$ cat config.mk
export PLATFORM = sky130hd
export DESIGN_NAME = mcpu_v1
export DESIGN_NICKNAME = d
export VERILOG_FILES = /design/src/rtl/mcpu_v1.sv
export SDC_FILE = /design/constraint.sdc
export NUM_CORES = 2
export LEC_CHECK = 0
export CORE_ASPECT_RATIO = 1.2
export CORE_MARGIN = 3
export CORE_UTILIZATION = 45
export CTS_CLUSTER_SIZE = 30
export DETAILED_ROUTE_END_ITERATION = 10
export PLACE_DENSITY = 0.59
export SLEW_MARGIN = 15
export SYNTH_ARGS = -nofsm -noshare
export SYNTH_HDL_FRONTEND = slang
export SYNTH_SLANG_ARGS = --single-unit
$ cat constraint.sdc
create_clock -name clk -period 11.85 [get_ports clk]
set_clock_uncertainty 0.1 [all_clocks]
set_input_delay 2.37 -clock clk [delete_from_list [all_inputs] [get_ports clk]]
set_output_delay 2.37 -clock clk [all_outputs]
set_load 0.05 [all_outputs]
$ cat src/rtl/mcpu_v1.sv
// Multi-cycle MIPS-subset core: one shared memory port and a microsequenced datapath.
// Each instruction takes 3-5 cycles, and a debug read port exposes the register file.
module mcpu_v1 (
  input  logic        clk,
  input  logic        reset,
  input  logic [31:0] Data_in,
  input  logic        INT,
  input  logic        MIO_ready,
  input  logic [4:0]  test_reg_index,
  output logic        mem_w,
  output logic [31:0] Addr_out,
  output logic [31:0] Data_out,
  output logic [4:0]  state,
  output logic [31:0] PC_out,
  output logic [31:0] inst_out,
  output logic [31:0] test_reg_result,
  output logic        CPU_MIO
);

  typedef enum logic [4:0] {
    S_IF      = 5'd0,
    S_ID      = 5'd1,
    S_MEMADDR = 5'd2,
    S_MEMREAD = 5'd3,
    S_LWWB    = 5'd4,
    S_MEMWR   = 5'd5,
    S_REXE    = 5'd6,
    S_RWB     = 5'd7,
    S_BEQ     = 5'd8,
    S_BNE     = 5'd9,
    S_JUMP    = 5'd10,
    S_IEXE    = 5'd11,
    S_IWB     = 5'd12,
    S_JAL     = 5'd13,
    S_JALR    = 5'd14
  } state_t;

  localparam logic [5:0] OP_R    = 6'h00;
  localparam logic [5:0] OP_J    = 6'h02;
  localparam logic [5:0] OP_JAL  = 6'h03;
  localparam logic [5:0] OP_BEQ  = 6'h04;
  localparam logic [5:0] OP_BNE  = 6'h05;
  localparam logic [5:0] OP_ADDI = 6'h08;
  localparam logic [5:0] OP_SLTI = 6'h0A;
  localparam logic [5:0] OP_ANDI = 6'h0C;
  localparam logic [5:0] OP_ORI  = 6'h0D;
  localparam logic [5:0] OP_XORI = 6'h0E;
  localparam logic [5:0] OP_LUI  = 6'h0F;
  localparam logic [5:0] OP_LW   = 6'h23;
  localparam logic [5:0] OP_SW   = 6'h2B;

  localparam logic [5:0] FN_SLL  = 6'h00;
  localparam logic [5:0] FN_SRL  = 6'h02;
  localparam logic [5:0] FN_JALR = 6'h09;
  localparam logic [5:0] FN_ADD  = 6'h20;
  localparam logic [5:0] FN_SUB  = 6'h22;
  localparam logic [5:0] FN_AND  = 6'h24;
  localparam logic [5:0] FN_OR   = 6'h25;
  localparam logic [5:0] FN_XOR  = 6'h26;
  localparam logic [5:0] FN_NOR  = 6'h27;
  localparam logic [5:0] FN_SLT  = 6'h2A;

  state_t      r_state, w_next;
  logic [31:0] r_pc, r_ir, r_mdr, r_a, r_b, r_aluout;
  logic [31:0] r_rf [32];

  logic [5:0]  w_op, w_fn;
  logic [4:0]  w_rs, w_rt, w_rd, w_sh;
  logic [15:0] w_imm;
  logic [31:0] w_sext, w_zext, w_jtarget, w_alu;
  logic        w_we;
  logic [4:0]  w_wa;
  logic [31:0] w_wd;
  logic        w_unused;

  assign w_op      = r_ir[31:26];
  assign w_rs      = r_ir[25:21];
  assign w_rt      = r_ir[20:16];
  assign w_rd      = r_ir[15:11];
  assign w_sh      = r_ir[10:6];
  assign w_fn      = r_ir[5:0];
  assign w_imm     = r_ir[15:0];
  assign w_sext    = {{16{w_imm[15]}}, w_imm};
  assign w_zext    = {16'h0000, w_imm};
  assign w_jtarget = {r_pc[31:28], r_ir[25:0], 2'b00};
  assign w_unused  = ^{INT, MIO_ready};

  always_ff @(posedge clk or negedge reset) begin
    if (!reset) r_state <= S_IF;
    else        r_state <= w_next;
  end

  always_comb begin
    w_next = S_IF;
    case (r_state)
      S_IF: w_next = S_ID;
      S_ID: begin
        case (w_op)
          OP_LW, OP_SW: w_next = S_MEMADDR;
          OP_R:         w_next = (w_fn == FN_JALR) ? S_JALR : S_REXE;
          OP_BEQ:       w_next = S_BEQ;
          OP_BNE:       w_next = S_BNE;
          OP_J:         w_next = S_JUMP;
          OP_JAL:       w_next = S_JAL;
          OP_ADDI, OP_SLTI, OP_ANDI, OP_ORI, OP_XORI, OP_LUI: w_next = S_IEXE;
          default:      w_next = S_IF;
        endcase
      end
      S_MEMADDR: w_next = (w_op == OP_LW) ? S_MEMREAD : S_MEMWR;
      S_MEMREAD: w_next = S_LWWB;
      S_REXE:    w_next = S_RWB;
      S_IEXE:    w_next = S_IWB;
      default:   w_next = S_IF;
    endcase
  end

  always_comb begin
    w_alu = '0;
    if (r_state == S_REXE) begin
      case (w_fn)
        FN_ADD:  w_alu = r_a + r_b;
        FN_SUB:  w_alu = r_a - r_b;
        FN_AND:  w_alu = r_a & r_b;
        FN_OR:   w_alu = r_a | r_b;
        FN_XOR:  w_alu = r_a ^ r_b;
        FN_NOR:  w_alu = ~(r_a | r_b);
        FN_SLT:  w_alu = {31'b0, $signed(r_a) < $signed(r_b)};
        FN_SLL:  w_alu = r_b << w_sh;
        FN_SRL:  w_alu = r_b >> w_sh;
        default: w_alu = '0;
      endcase
    end else begin
      case (w_op)
        OP_ADDI: w_alu = r_a + w_sext;
        OP_SLTI: w_alu = {31'b0, $signed(r_a) < $signed(w_sext)};
        OP_ANDI: w_alu = r_a & w_zext;
        OP_ORI:  w_alu = r_a | w_zext;
        OP_XORI: w_alu = r_a ^ w_zext;
        OP_LUI:  w_alu = {w_imm, 16'h0000};
        default: w_alu = '0;
      endcase
    end
  end

  always_ff @(posedge clk or negedge reset) begin
    if (!reset) begin
      r_pc     <= '0;
      r_ir     <= '0;
      r_mdr    <= '0;
      r_a      <= '0;
      r_b      <= '0;
      r_aluout <= '0;
    end else begin
      case (r_state)
        S_IF: begin
          r_ir <= Data_in;
          r_pc <= r_pc + 32'd4;
        end
        S_ID: begin
          r_a      <= r_rf[w_rs];
          r_b      <= r_rf[w_rt];
          r_aluout <= r_pc + {w_sext[29:0], 2'b00};
        end
        S_MEMADDR:      r_aluout <= r_a + w_sext;
        S_MEMREAD:      r_mdr    <= Data_in;
        S_REXE, S_IEXE: r_aluout <= w_alu;
        S_BEQ:          if (r_a == r_b) r_pc <= r_aluout;
        S_BNE:          if (r_a != r_b) r_pc <= r_aluout;
        S_JUMP, S_JAL:  r_pc <= w_jtarget;
        S_JALR:         r_pc <= r_a;
        default: ;
      endcase
    end
  end

  // Link writes use the already-incremented PC, sampled before this edge updates it.
  always_comb begin
    w_we = 1'b0;
    w_wa = '0;
    w_wd = '0;
    case (r_state)
      S_LWWB: begin w_we = 1'b1; w_wa = w_rt;  w_wd = r_mdr;    end
      S_RWB:  begin w_we = 1'b1; w_wa = w_rd;  w_wd = r_aluout; end
      S_IWB:  begin w_we = 1'b1; w_wa = w_rt;  w_wd = r_aluout; end
      S_JAL:  begin w_we = 1'b1; w_wa = 5'd31; w_wd = r_pc;     end
      S_JALR: begin w_we = 1'b1; w_wa = w_rd;  w_wd = r_pc;     end
      default: ;
    endcase
  end

  always_ff @(posedge clk or negedge reset) begin
    if (!reset) begin
      for (int unsigned i = 0; i < 32; i++) r_rf[i] <= '0;
    end else if (w_we && (w_wa != 5'd0)) begin
      r_rf[w_wa] <= w_wd;
    end
  end

  assign mem_w           = (r_state == S_MEMWR);
  assign Addr_out        = (r_state == S_MEMREAD || r_state == S_MEMWR) ? r_aluout : r_pc;
  assign Data_out        = r_b;
  assign state           = r_state;
  assign PC_out          = r_pc;
  assign inst_out        = r_ir;
  assign test_reg_result = (test_reg_index == 5'd0) ? 32'h0 : r_rf[test_reg_index];
  assign CPU_MIO         = (r_state == S_IF || r_state == S_MEMREAD || r_state == S_MEMWR);

endmodule

==> summary.txt <==
Detailed routing
  • Highest metal used: met4
  • Vias per cell: slightly below 7
  • Wire per inst: about 33 µm
  • Vias after detailed routing: about 67,000
  • Routed met2 length: about 150,000 µm
  • Final WL: roughly 330,000 µm
  • Routed wl met3: just under 30,000 µm
  • DRC: 0
  • TritonRoute pass-1 iters: 8
  • Wire length on met1: approximately 120,000 µm
  • Starting DRT DRC Count: 8,330
  • ANT nets after route: 0

STA
  • Clock period minus worst slack: approximately 8800 ps
  • Endpoints failing setup: 0
  • Slew @ Worst Pin: between 1000 and 1500 ps
  • RSZ-0062 raised after global routing: false
  • Fmax achieved: around 110 MHz
  • Worst setup margin: 3050 ps
  • Final number of hold-violating endpoints: 0
  • Relative slew margins: between 10% and 20%
  • Period utilization: between 70% and 80%
  • Sum Neg Setup Slack: 0 ps
  • Pins over their slew limit: 0

Die
  • DIE HEIGHT: about 470 µm
  • I/O Pins: 208
  • Die Wd: slightly below 400 µm
  • Die ar.: roughly 190,000 µm²
  • Initial core utilization: 45.3%
  • Core area: 181,000 µm²
  • Row count: around 170

Power and ir drop
  • Pwr Total: 19.4 mW
  • Peak supply drop: 0.169 mV
  • PD cells: 213 nW/µm²
  • P_leak: 37.2 nW

Critical path
  • Crit path capture type: primary output
  • Crit path kind: input port to primary output
  • Critical Path RT: ~9400 ps
  • Worst Setup Start Kind: input port
  • Worst Path Max Fanout: a little under 100
  • Critical path data arrival time: roughly 6300 ps

Synth
  • Yosys top cell area share: around 37%
  • Number of flops mapped to enable cells by yosys: 0
  • Distinct cells, synth: between 90 and 100
  • Top cells by area, synth: dfrtp_1 (37%), mux4_2 (27%), a21oi_1 (6.2%)
  • Syn Area/Cell: between 10 and 15 µm²
  • Async set-reset flop share out of synthesis: 100%
  • Post-synthesis sequential area ratio: a little under two fifths
  • Synth Cell Area: 82,000 µm²
  • Flops & latches, synth: ~1,200
  • Mapped Cells: 7,622
  • Post-synth top flop: dfrtp_1
  • Syn Nets: 7,872
  • Area leader, netlist: dfrtp_1
  • Yosys warnings: 0

Cells and area
  • Synth-to-Final Area Change: 10.9%
  • Share of post-route cells with drive strength above 1: roughly a fifth
  • Commonest cells after routing, fill and taps aside: dfrtp_1 (1,204), nor2_1 (1,074), a21oi_1 (1,019)
  • Commonest non-fill, non-tap cell in the layout: dfrtp_1
  • Layout fillers: about 16,000
  • Final net count: 7,643
  • Non-Filler Instances: 9,934

Global route
  • Largest net degree at the start of global routing: approximately 160
  • Overall Global Routing Usage: 34.6%
  • Global-route wire length before repair: roughly 470,000 µm
  • Total global routing overflow: 0
  • Initial antenna violation count: 10
  • Number of global-route vias before repair: around 66,000

Outcome
  • Outcome: completed

Place
  • Pre-CTS WS: approximately 3000 ps
  • GP Congestion: 1.02
  • DPL Wire Length: roughly 220,000 µm
  • Dpl cells: 9,677
  • PortBufs: a little over 200

Clock tree
  • Clk buf depth: 3
  • Reg clk slew, reported paths: 70 ps
  • Cts hold-fix bufs: 0
  • CTS Root Buffer Type: clkbuf_16
  • Htree depth: 4
  • Post-CTS Setup Repair Bufs: 0
  • CTS tree: yes
  • Clock latency on the worst-skew pair: 810 ps
  • Quantity of gates resized following cts: 0
  • Clock sinks: roughly 1,200
  • Total CTS buffers: 136

Run
  • Max cap viols: 0

Hold path
  • HP Class: flop to flop
-- cell usage after synthesis (all sizes together) (21+ instances only) --
library cell / count
a222oi: 54
a22oi: 38
nor4: 23
o21ai: 550
o211ai: 26
a21oi: 1022
a211oi: 34
o21bai: 32
o22ai: 39
mux2i: 183
clkbuf: 620
nor3: 51
mux4: 976
nand2b: 22
buf: 138
a221o: 21
nand3: 53
a221oi: 29
nor2: 1104
inv: 143
dfrtp: 1220
mux2: 87
ha: 205
a21o: 38
xnor2: 73
nand2: 485
o221ai: 28
a31oi: 35
nor2b: 21
-- final cells by class --
type	instances	area [µm²]	share of cell area, %
clock buffer	190	3910	4.30
tap	2422	3030	3.33
inverter	144	541	0.594
clock inverter	59	857	0.943
timing repair buffer	391	3620	3.98
sequential	1220	30600	33.6
antenna	8	20.0	0.0220
multi-input combinational	5500	48400	53.2
-- worst max-delay path, cell delays in order --
cell,delay [ps]
buf_8,600
buf_4,800
mux4_2,420
mux4_2,520
mux2i_1,620
nor2_1,90
clkdlybuf4s50_1,730
-- metal layers --
metal	global-route usage (%)	vias to the layer above
met5	0	-
met1	44.1	34400
li1	-	28200
met4	19.5	0
met3	6.80	906
met2	55.5	3788
-- path summary, 6_finish.rpt --
path	start	end	slack, ps	cells past startpoint
min reg2reg	r_rf[1000]$_DFFE_PN0P_	r_rf[1000]$_DFFE_PN0P_	320	0
min	r_rf[1000]$_DFFE_PN0P_	r_rf[1000]$_DFFE_PN0P_	320	0
max	test_reg_index[1]	test_reg_result[3]	3050	7
min in group asynchronous	reset	r_rf[4]$_DFFE_PN0P_	1450	1
max in group asynchronous	reset	r_rf[728]$_DFFE_PN0P_	7870	3
max reg2reg	inst_out[7]$_DFFE_PN0P_	r_aluout[31]$_DFFE_PN0P_	6580	13
-- report_power, final --
part	total (mW)	internal (mW)	switching [mW]
Combinational	9.35	3.32	6.03
Clock	4.56	2.68	1.89
Sequential	5.47	4.52	0.952
Total	19.4	10.5	8.87
-- per-stage QoR --
step | area (µm²) | util (%) | hold slack (ps)
5_1_grt | 90900 | 50.2 | 325
6_report | 90900 | 50.2 | 315
3_5_place_dp | 86100 | 47.6 | 303
2_1_floorplan | 82000 | - | 358
3_3_place_gp | 86100 | 47.6 | 295
4_1_cts | 90900 | 50.2 | 317
-- cell families (layout without fill, tap and decap cells) --
logic type | count (synthesis) | in the layout | share of synthesized area (%)
AOI/OAI and AO/OA | 2088 | 2088 | 14.8
and+or+nand+nor | 1866 | 1866 | 9.35
muxes | 1246 | 1246 | 30.2
DFF | 1220 | 1220 | 37.2
buffers and inverters | 902 | 784 | 4.21
adders and majority gates | 209 | 209 | 3.23
xor gates and xnor gates | 90 | 90 | 0.961
other | 1 | 9 | 0.00457
-- flip-flops by register name (all words and copies together) (netlist names) --
signal    flops
Data_out     32
PC_out       32
inst_out     32
r_a          32
r_aluout     32
r_mdr        32
r_rf       1024
state         4
(Power assumes the default switching activity.)
